`src/rtl/qbert_pkg.sv`:
```
// qbert_pkg: shared codes, FSM encodings and pyramid constants for the Q*bert jump controller.
// Latency: n/a (declarations and pure functions only).
// Backpressure: n/a.
package qbert_pkg;

  localparam int N_ROW_DEF = 7;
  localparam int N_CUBE    = 28;

  // Requested jump directions
  localparam logic [2:0] DIR_DR = 3'b001;
  localparam logic [2:0] DIR_DL = 3'b010;
  localparam logic [2:0] DIR_UR = 3'b011;
  localparam logic [2:0] DIR_UL = 3'b100;

  // Sprite-layer state encodings
  localparam logic [2:0] QB_START  = 3'b000;
  localparam logic [2:0] QB_JUMP   = 3'b001;
  localparam logic [2:0] QB_IDLE   = 3'b010;
  localparam logic [2:0] QB_SAUCER = 3'b011;
  localparam logic [2:0] QB_KO     = 3'b100;

  // Controller FSM
  typedef logic [2:0] fsm_t;
  localparam fsm_t ST_IDLE   = 3'd0;
  localparam fsm_t ST_ARM    = 3'd1;
  localparam fsm_t ST_MOVING = 3'd2;
  localparam fsm_t ST_COMMIT = 3'd3;
  localparam fsm_t ST_FALL   = 3'd4;
  localparam fsm_t ST_PAUSED = 3'd5;
  localparam fsm_t ST_WIN    = 3'd6;

  // Top cube, right edge (k = r) and left edge (k = 1) masks
  localparam logic [N_CUBE-1:0] TOP_OH   = 28'h0000001;
  localparam logic [N_CUBE-1:0] RSIDE_OH = 28'h8104225;
  localparam logic [N_CUBE-1:0] LSIDE_OH = 28'h020844B;

  function automatic logic dir_legal(input logic [2:0] d);
    return (d == DIR_DR) || (d == DIR_DL) || (d == DIR_UR) || (d == DIR_UL);
  endfunction

  // Cube index of (r, k): r(r-1)/2 + k - 1, row base taken from a table
  function automatic logic [4:0] cube_idx(input logic [2:0] r, input logic [2:0] k);
    logic [4:0] base;
    case (r)
      3'd2:    base = 5'd1;
      3'd3:    base = 5'd3;
      3'd4:    base = 5'd6;
      3'd5:    base = 5'd10;
      3'd6:    base = 5'd15;
      3'd7:    base = 5'd21;
      default: base = 5'd0;
    endcase
    return base + {2'b00, k} - 5'd1;
  endfunction

  function automatic logic [N_CUBE-1:0] cube_onehot(input logic [2:0] r, input logic [2:0] k);
    logic [N_CUBE-1:0] one;
    one    = '0;
    one[0] = 1'b1;
    return one << cube_idx(r, k);
  endfunction

endpackage

```
`src/rtl/qbert_pyr_map.sv`:
```
// qbert_pyr_map: maps (row, col, direction) to the target cube and flags off-pyramid jumps.
// Latency: purely combinational.
// Backpressure: none.
module qbert_pyr_map
  import qbert_pkg::*;
#(
  parameter int N_ROW = N_ROW_DEF
) (
  input  logic [2:0]        r,
  input  logic [2:0]        k,
  input  logic [2:0]        dir,
  output logic [2:0]        nr,
  output logic [2:0]        nk,
  output logic [N_CUBE-1:0] tgt_oh,
  output logic              bad
);

  // Neighbour lookup; a bad target keeps the current r/k and yields an empty one-hot
  always_comb begin
    nr     = r;
    nk     = k;
    bad    = 1'b0;
    tgt_oh = '0;
    case (dir)
      DIR_DR: begin
        bad = (r == 3'(N_ROW));
        nr  = r + 3'd1;
      end
      DIR_DL: begin
        bad = (r == 3'(N_ROW));
        nr  = r + 3'd1;
        nk  = k + 3'd1;
      end
      DIR_UR: begin
        bad = (k == r);
        nr  = r - 3'd1;
      end
      DIR_UL: begin
        bad = (k == 3'd1);
        nr  = r - 3'd1;
        nk  = k - 3'd1;
      end
      default: ;
    endcase
    if (bad) begin
      nr = r;
      nk = k;
    end else begin
      tgt_oh = cube_onehot(nr, nk);
    end
  end

endmodule

```
`src/rtl/qbert_jump_ctrl.sv`:
```
// qbert_jump_ctrl: Q*bert jump sequencing, cube colouring and win/fall handling (QB_COLOR_TOGGLE_EN: commit toggles instead of sets).
// Latency: request registered one edge after dir_valid; position commits one edge after the done_move rising edge.
// Backpressure: requests outside IDLE (or with sprite not idle) are dropped; pause freezes the FSM and latches done_move edges.
module qbert_jump_ctrl
  import qbert_pkg::*;
#(
  parameter int N_ROW = N_ROW_DEF
) (
  input  logic              clk,
  input  logic              reset,
  input  logic [2:0]        dir_req,
  input  logic              dir_valid,
  input  logic              e_start_qb,
  input  logic              e_pause_qb,
  input  logic              e_resume_qb,
  input  logic [2:0]        state_qb,
  input  logic              done_move,
  output logic [N_CUBE-1:0] position_qb,
  output logic [N_CUBE-1:0] e_next_qb,
  output logic [2:0]        e_jump_qb,
  output logic              e_bad_jump,
  output logic              e_win_qb,
  output logic [N_CUBE-1:0] cube_state
);

  fsm_t              st_q, saved_q;
  logic [2:0]        row_q, col_q, tgt_row_q, tgt_col_q;
  logic              done_q, done_pend_q, fall_start_q;
  logic [2:0]        m_row, m_col;
  logic [N_CUBE-1:0] m_oh, cs_nxt;
  logic              m_bad, done_rise;

  qbert_pyr_map #(.N_ROW(N_ROW)) u_map (
    .r      (row_q),
    .k      (col_q),
    .dir    (dir_req),
    .nr     (m_row),
    .nk     (m_col),
    .tgt_oh (m_oh),
    .bad    (m_bad)
  );

  assign done_rise = done_move & ~done_q;

`ifdef QB_COLOR_TOGGLE_EN
  assign cs_nxt = cube_state ^ e_next_qb;
`else
  assign cs_nxt = cube_state | e_next_qb;
`endif

  // Jump FSM: restart > pause > per-state behaviour
  always_ff @(posedge clk or negedge reset) begin
    if (!reset) begin
      st_q         <= ST_IDLE;
      saved_q      <= ST_IDLE;
      row_q        <= 3'd1;
      col_q        <= 3'd1;
      tgt_row_q    <= 3'd1;
      tgt_col_q    <= 3'd1;
      done_q       <= 1'b0;
      done_pend_q  <= 1'b0;
      fall_start_q <= 1'b0;
      position_qb  <= TOP_OH;
      e_next_qb    <= TOP_OH;
      cube_state   <= TOP_OH;
      e_jump_qb    <= 3'b000;
      e_bad_jump   <= 1'b0;
      e_win_qb     <= 1'b0;
    end else begin
      done_q <= done_move;
      if (e_start_qb && (st_q == ST_PAUSED || st_q == ST_WIN)) begin
        st_q         <= ST_IDLE;
        row_q        <= 3'd1;
        col_q        <= 3'd1;
        position_qb  <= TOP_OH;
        e_next_qb    <= TOP_OH;
        cube_state   <= TOP_OH;
        e_bad_jump   <= 1'b0;
        e_win_qb     <= 1'b0;
        done_pend_q  <= 1'b0;
        fall_start_q <= 1'b0;
      end else if (e_pause_qb && st_q != ST_WIN && st_q != ST_PAUSED) begin
        saved_q <= st_q;
        st_q    <= ST_PAUSED;
        // A landing that coincides with the pause must not be lost
        if (st_q == ST_MOVING && done_rise) done_pend_q <= 1'b1;
      end else begin
        case (st_q)
          ST_IDLE: begin
            if (dir_valid && dir_legal(dir_req) && state_qb == QB_IDLE) begin
              e_jump_qb  <= dir_req;
              e_next_qb  <= m_oh;
              e_bad_jump <= m_bad;
              tgt_row_q  <= m_row;
              tgt_col_q  <= m_col;
              st_q       <= ST_ARM;
            end
          end
          ST_ARM: begin
            if (state_qb != QB_IDLE) st_q <= ST_MOVING;
          end
          ST_MOVING: begin
            if (done_rise || done_pend_q) begin
              done_pend_q  <= 1'b0;
              fall_start_q <= 1'b0;
              st_q         <= e_bad_jump ? ST_FALL : ST_COMMIT;
            end
          end
          ST_COMMIT: begin
            row_q       <= tgt_row_q;
            col_q       <= tgt_col_q;
            position_qb <= e_next_qb;
            cube_state  <= cs_nxt;
            if (&cs_nxt) begin
              e_win_qb <= 1'b1;
              st_q     <= ST_WIN;
            end else begin
              st_q <= ST_IDLE;
            end
          end
          ST_FALL: begin
            if (!fall_start_q) begin
              if (state_qb == QB_START) fall_start_q <= 1'b1;
            end else if (state_qb == QB_IDLE) begin
              row_q        <= 3'd1;
              col_q        <= 3'd1;
              position_qb  <= TOP_OH;
              e_next_qb    <= TOP_OH;
              e_bad_jump   <= 1'b0;
              fall_start_q <= 1'b0;
              st_q         <= ST_IDLE;
            end
          end
          ST_PAUSED: begin
            if (done_rise && saved_q == ST_MOVING) done_pend_q <= 1'b1;
            if (e_resume_qb) st_q <= saved_q;
          end
          ST_WIN: ;
          default: st_q <= ST_IDLE;
        endcase
      end
    end
  end

endmodule

```
`config.mk`:
```
export PLATFORM = sky130hd
export DESIGN_NAME = qbert_jump_ctrl
export DESIGN_NICKNAME = d
export VERILOG_FILES = /design/src/rtl/qbert_pkg.sv /design/src/rtl/qbert_pyr_map.sv /design/src/rtl/qbert_jump_ctrl.sv
export SDC_FILE = /design/constraint.sdc
export NUM_CORES = 1
export LEC_CHECK = 0
export ABC_AREA = 1
export CORE_ASPECT_RATIO = 1.75
export CORE_MARGIN = 2
export CORE_UTILIZATION = 53
export DETAILED_ROUTE_END_ITERATION = 10
export GPL_TIMING_DRIVEN = 1
export MAX_ROUTING_LAYER = met4
export PLACE_DENSITY = 0.85
export SLEW_MARGIN = 20
export SYNTH_ARGS = -nofsm -noshare
export SYNTH_HDL_FRONTEND = slang
export SYNTH_SLANG_ARGS = --single-unit
```
`constraint.sdc`:
```
create_clock -name clk -period 4.4 [get_ports clk]
set_input_delay 0.44 -clock clk [delete_from_list [all_inputs] [get_ports clk]]
set_output_delay 0.44 -clock clk [all_outputs]
set_load 0.05 [all_outputs]
```
Word level (Yosys, flattened, before mapping) --
Index checks and enable logic that the tools add are counted.
Operators by class: bitwise logic cells 5, shifts and indexed selects 1, reduce and logical (&&, ||, !) cells 32, eq/ne operators 38, multiplexer cells 61, $add $sub $neg 6
Operators by type and width (number):
- two-way mux 28 bit | 11
- one-hot mux 28 bit (2 select lines) | 2
- two-way mux 3 bit | 18
- one-hot mux 5 bit (6 select lines) | 1
- OR 28 bit | 1
- AND reduction 28 bit | 1
- << shifter 1 x 5 -> 28 bit (first input constant) | 1
- == test 3 bit (second input constant) | 9
- == test 3 x 2 -> 1 bit (second input constant) | 8
- one-hot mux 3 bit (2 select lines) | 4
- one-hot mux 3 bit (7 select lines) | 1
- two-way mux 1 bit | 19
- inequality test 4 bit (second input constant) | 4
- inequality test 3 bit (second input constant) | 5
- AND reduction 4 bit | 3
- == test 3 x 1 -> 1 bit (second input constant) | 3
- inequality test 3 x 2 -> 1 bit (second input constant) | 3
- nonzero test 3 bit | 3
- logical AND 1 bit | 7
- AND reduction 7 bit | 1
- adder 3 x 1 -> 3 bit (second input constant) | 2
- logical NOT 3 bit | 2
- one-hot mux 1 bit (2 select lines) | 3
- AND reduction 3 bit | 2
- other kinds (19) | 29
Word-level totals: input port bits 13, register bits 110, word-level logic and storage cells 158

Depth between registers and ports, before layout --
depth in word-level cells 14, depth in mapped cells 22, gate-level depth less buffers 21

Modules after synthesis --
Synthesis repeated with hierarchy kept, for this count alone.
Unflattened totals: cell total of the unflattened synthesis 753, area total of the unflattened synthesis 6122.1 µm²
By module, submodules not included:
- qbert_jump_ctrl | cells an instance 583, instances 1, area each 5011.1 µm², sequential area each 2761.4 µm²
- qbert_pyr_map | cells an instance 170, instances 1, area each 1111.1 µm², sequential area each 0.0 µm²

Worst setup path before layout --
No wires, ideal clock.
path type input port to flip-flop, from input dir_req[1], to register e_next_qb[8], data required time 4.273 ns, setup time 0.127 ns, buffers on the path 0, stages on the path 20, slack 1.127 ns, arrival time 3.146 ns, cell sequence nor2_2 -> nand2_4 -> nand2_4 -> fa_1 -> nand2_1 -> nand2_2 -> inv_2 -> nor2_1 -> xor2_1 -> ha_1 -> inv_1 -> ha_1 -> inv_1 -> fa_1 -> xor2_1 -> inv_1 -> nand2_2 -> nor2_1 -> nand2_1 -> o21ai_0
On the way: longest elaborated chain between the ends 14, elaborated cells on any way between the ends 32, those cells by class 2 x add/sub; 11 x eq/ne; 1 x shift; 10 x mux; 8 x reduce/logical
RTL lines:
- from (decl) | RTL line qbert_jump_ctrl.sv:11 | input logic [2:0] dir_req,
- == test 3 x 2 -> 1 bit (tied with other cells) | RTL line qbert_pkg.sv:38, qbert_pyr_map.sv:24
- OR reduction 2 bit (no source line)
- one-hot mux 3 bit (2 select lines) | RTL line qbert_pyr_map.sv:24 | case (dir)
- == test 3 bit / == test 3 x 2 -> 1 bit (equally long branches) | RTL line qbert_pkg.sv:44 | case (r)
- one-hot mux 5 bit (6 select lines) | RTL line qbert_pkg.sv:44
- two-way mux 5 bit | RTL line qbert_pyr_map.sv:45 | if (bad) begin
- adder 5 x 3 -> 5 bit | RTL line qbert_pkg.sv:53 | return base + {2'b00, k} - 5'd1;
- subtractor 5 x 1 -> 5 bit | RTL line qbert_pkg.sv:53
- << shifter 1 x 5 -> 28 bit | RTL line qbert_pkg.sv:60 | return one << cube_idx(r, k);
- two-way mux 28 bit | RTL line qbert_pyr_map.sv:45
- two-way mux 28 bit | RTL line qbert_jump_ctrl.sv:90 | if (dir_valid && dir_legal(dir_req) && state_qb == QB_IDLE) begin
- one-hot mux 28 bit (2 select lines) | RTL line qbert_jump_ctrl.sv:88 | case (st_q)
- two-way mux 28 bit | RTL line qbert_jump_ctrl.sv:82 | end else if (e_pause_qb && st_q != ST_WIN && st_q != ST_PAUSED) begin
- two-way mux 28 bit | RTL line qbert_jump_ctrl.sv:71 | if (e_start_qb && (st_q == ST_PAUSED || st_q == ST_WIN)) begin
- to (signal assigned) | RTL line qbert_jump_ctrl.sv:92 | e_next_qb <= m_oh;
- to (decl) | RTL line qbert_jump_ctrl.sv:19 | output logic [N_CUBE-1:0] e_next_qb,
Parallel ways exist; a longest one is shown, timed or not. The select of a mux whose other input is x is not followed. A chain may end at the register's enable or synchronous reset.

Final worst setup path --
from input dir_req[0], to register e_next_qb[10]
Same word-level chain as after synthesis.

==> results.md <==
- Status: completed
- Hold buffers post-CTS: 0
- Synth Register Bits: 110
- Fill cells: 852
- Clock power frac: 14.1%
- Fin. max-slew vios: 0
- Clk sink count: 110
- Post-synth EDFFs: 0
- Max rail drop VDD: 0.539 mV
- Worst EP required: 4.68 ns
- Cell Area, Placed: 6600 sq um
- Initial antenna violation count: 0
- Clk slew on worst S/H paths: 0.07 ns
- Sw Share: 53.4%
- Combinational power share: 58.0%
- Buf+Inv Stages, Crit Path: 5
- CP most frequent cell: inv_1
- DP Wirelength: 11500 um
- Element type at the critical path start: input pin
- Row count: 49
- Sw Pwr: 3.03 mW
- RSZ-0062 raised after global routing: no
- Post-route ant nets: 0
- Least-Margin Pin Slew: 0.748 ns
- Crit path cell chain: clkdlybuf4s50_1 > nor2_2 > nand2_4 > nand2_4 > fa_1 > inv_1 > nand3_1 > nand3_2 > nand2_2 > nand2_2 > xor2_1 > ha_1 > inv_1 > ha_1 > inv_1 > fa_1 > xor2_1 > inv_1 > nand2_2 > nor2_1 > nand2_1 > o21ai_1
- Number of remaining DRC errors: 0
- Iteration-0 DRC Markers: 327
- Root buffer cell: clkbuf_16
- Core area: 10200 sq um
- Pleak: 3.13 nW
- Initial cell density of the core: 54.1%
- Commonest non-fill, non-tap cell in the layout: nand2_1
- Sequential share of power: 27.9%
- CP max stage delay: 0.60 ns
- Setup Viol. Count Final: 0
- Slew HR: 50.0%
- Pwr Density: 821 nW/um^2
- Asr flop ratio synth: 100%
- Final instance area: 6920 sq um
- Final Critical Period: 3.87 ns
- Area of the die: 11300 sq um
- R2R Path Start: col_q[0]$_DFFE_PN1P_
- Period utilisation layout: 87.9%
- Layout area overhead: 25.7%
- Final Util: 68.0%
- Hold Crit Class: in2async
- First-pass GRT wire length: 25000 um
- GRT Total Usage: 30.0%
- Post-Syn Area per Cell: 8.19 sq um
- Largest net degree at the start of global routing: 77
- Setup TNS: 0 ns
- Post-CTS Setup Bufs: 0
- Share of cells above drive strength 1: 10.5%
- Top_reg_cell synth: dfrtp_1
- Number of global-route vias before repair: 4933
- Final-report hold violation count: 0
- Die Span Y: 139 um
- Synth warn: 0
- IO Pins: 102
- Vias per cell: 5.56
- Nets: 792
- CP arrival: 4.15 ns
- 1st-pass router iterations: 6
- Die Width: 81.0 um
- Diodes inserted: 0
- Reg-to-reg critical path endpoint: e_next_qb[10]$_DFFE_PN0P_
- Post_cts resized: 0
- Endpoint class of the critical path: register
- Cell-internal power: 2.65 mW
- MaxCap Viol Count: 0
- FMAX: 258 MHz
- Port Buffers: 101
- Crit Path Category: in2reg
- CTS tree: done
- Clk_lat worst skew: 0.36 ns
- Unique masters post-synth: 43
- Synth Instances: 672
- R2R cell count: 14
- Crit-path max FO: 8
- Synthesized area: 5510 sq um
- Slowest cell on the critical path: clkdlybuf4s50_1
- CP top delay family: adder cells
- Max clock buf depth: 2
- Most frequent cells in the layout: 186 x nand2_1, 103 x dfrtp_1, 100 x clkdlybuf4s50_1
- Setup Skew: 0.0109 ns
- Flop-to-flop setup slack: 0.97 ns
- Sequential-to-total area share from yosys stat: 50.2%
- Synth Net Count: 696
- Final Routed Wirelength: 15400 um
- H-Tree Depth: 3
- Total CTS buffers: 9
- DR vias: 5007
- GPL Wtd Cong: 0.980
- WL/cell: 17.1 um
- Global route total overflow: 0
[cell families (layout without fill, tap and decap cells)]
logic type | count (synthesis) | after routing | share of synthesized area, %
xor gates and xnor gates | 4 | 4 | 0.636
DFF | 110 | 110 | 50.2
AOI/OAI and AO/OA | 113 | 113 | 12.0
and+or+nand+nor | 347 | 347 | 28.0
buffers and inverters | 87 | 188 | 6.45
adders and majority gates | 11 | 11 | 2.77
[worst max-delay path by stage]
| stage | depth (start not counted) | from | to | slack, ns |
|---|---|---|---|---|
| 6_report | 22 | dir_req[0] | e_next_qb[10]$_DFFE_PN0P_ | 0.53 |
| 5_1_grt | 22 | dir_req[2] | e_next_qb[10]$_DFFE_PN0P_ | 0.21 |
| 4_1_cts | 21 | dir_req[0] | e_next_qb[10]$_DFFE_PN0P_ | 0.53 |
| 3_5_place_dp | 21 | dir_req[0] | e_next_qb[10]$_DFFE_PN0P_ | 0.20 |
| 3_3_place_gp | 21 | dir_req[0] | e_next_qb[24]$_DFFE_PN0P_ | 0.31 |
| 2_1_floorplan | 20 | dir_req[1] | e_next_qb[8]$_DFFE_PN0P_ | 1.13 |
[cell usage after synthesis (9+ instances only)]
library cell  number  area share [%]
a21oi_1           26             2.4
clkbuf_1          10            0.68
dfrtp_1          103              47
ha_1               9             2.0
inv_1             56             3.8
inv_2             10            0.68
nand2_1          186              13
nand2_2           12             1.4
nand3_1           39             3.5
nor2_1            76             5.2
o21ai_0           46             4.2
o21ai_1           12             1.1
o31ai_1           11             1.5
[power by group through the flow]
stage | Clock (mW) | Sequential, mW | Combinational, mW
floorplan | 0 | 2.26 | 1.72
global placement | 0 | 1.59 | 3.20
detailed placement | 0 | 1.59 | 3.28
CTS | 0.812 | 1.58 | 3.29
global route | 0.852 | 1.61 | 3.59
finish | 0.803 | 1.58 | 3.30
[layout make-up]
| class | instances | area, sq um | share of cell area (%) |
|---|---|---|---|
| clock buffers | 9 | 225 | 3.25 |
| clock inverters | 7 | 72.6 | 1.05 |
| inverters | 66 | 248 | 3.58 |
| multi-input cells | 475 | 2390 | 34.5 |
| flip-flops and latches | 110 | 2760 | 39.9 |
| well taps | 127 | 159 | 2.30 |
| repair buffers | 106 | 1070 | 15.4 |
[routing by layer]
layer	part of all wire [%]	GRT usage, %	up-vias
met1	37	33.2	2418
met2	53	50.2	169
met4	5.7	17.5	0
met5	0	-	-
li1	-	-	2365
met3	4.0	4.04	55
[per-stage QoR]
| stage | total power, mW | setup slack, ns | hold slack (ns) | cells |
|---|---|---|---|---|
| floorplan | 3.97 | 1.13 | 0.144 | 672 |
| global placement | 4.79 | 0.311 | 0.458 | 883 |
| detailed placement | 4.87 | 0.199 | 0.462 | 883 |
| CTS | 5.68 | 0.532 | 0.282 | 899 |
| global route | 6.05 | 0.210 | 0.0516 | 900 |
| finish | 5.68 | 0.531 | 0.0188 | 900 |
[registers in the layout (all words and copies together), names as in the netlist, 3 cells and up]
register	flops
cube_state	28
st_q	3
position_qb	28
saved_q	3
col_q	3
tgt_col_q	3
row_q	3
tgt_row_q	3
e_jump_qb	3
e_next_qb	28
(Power assumes the default switching activity.)
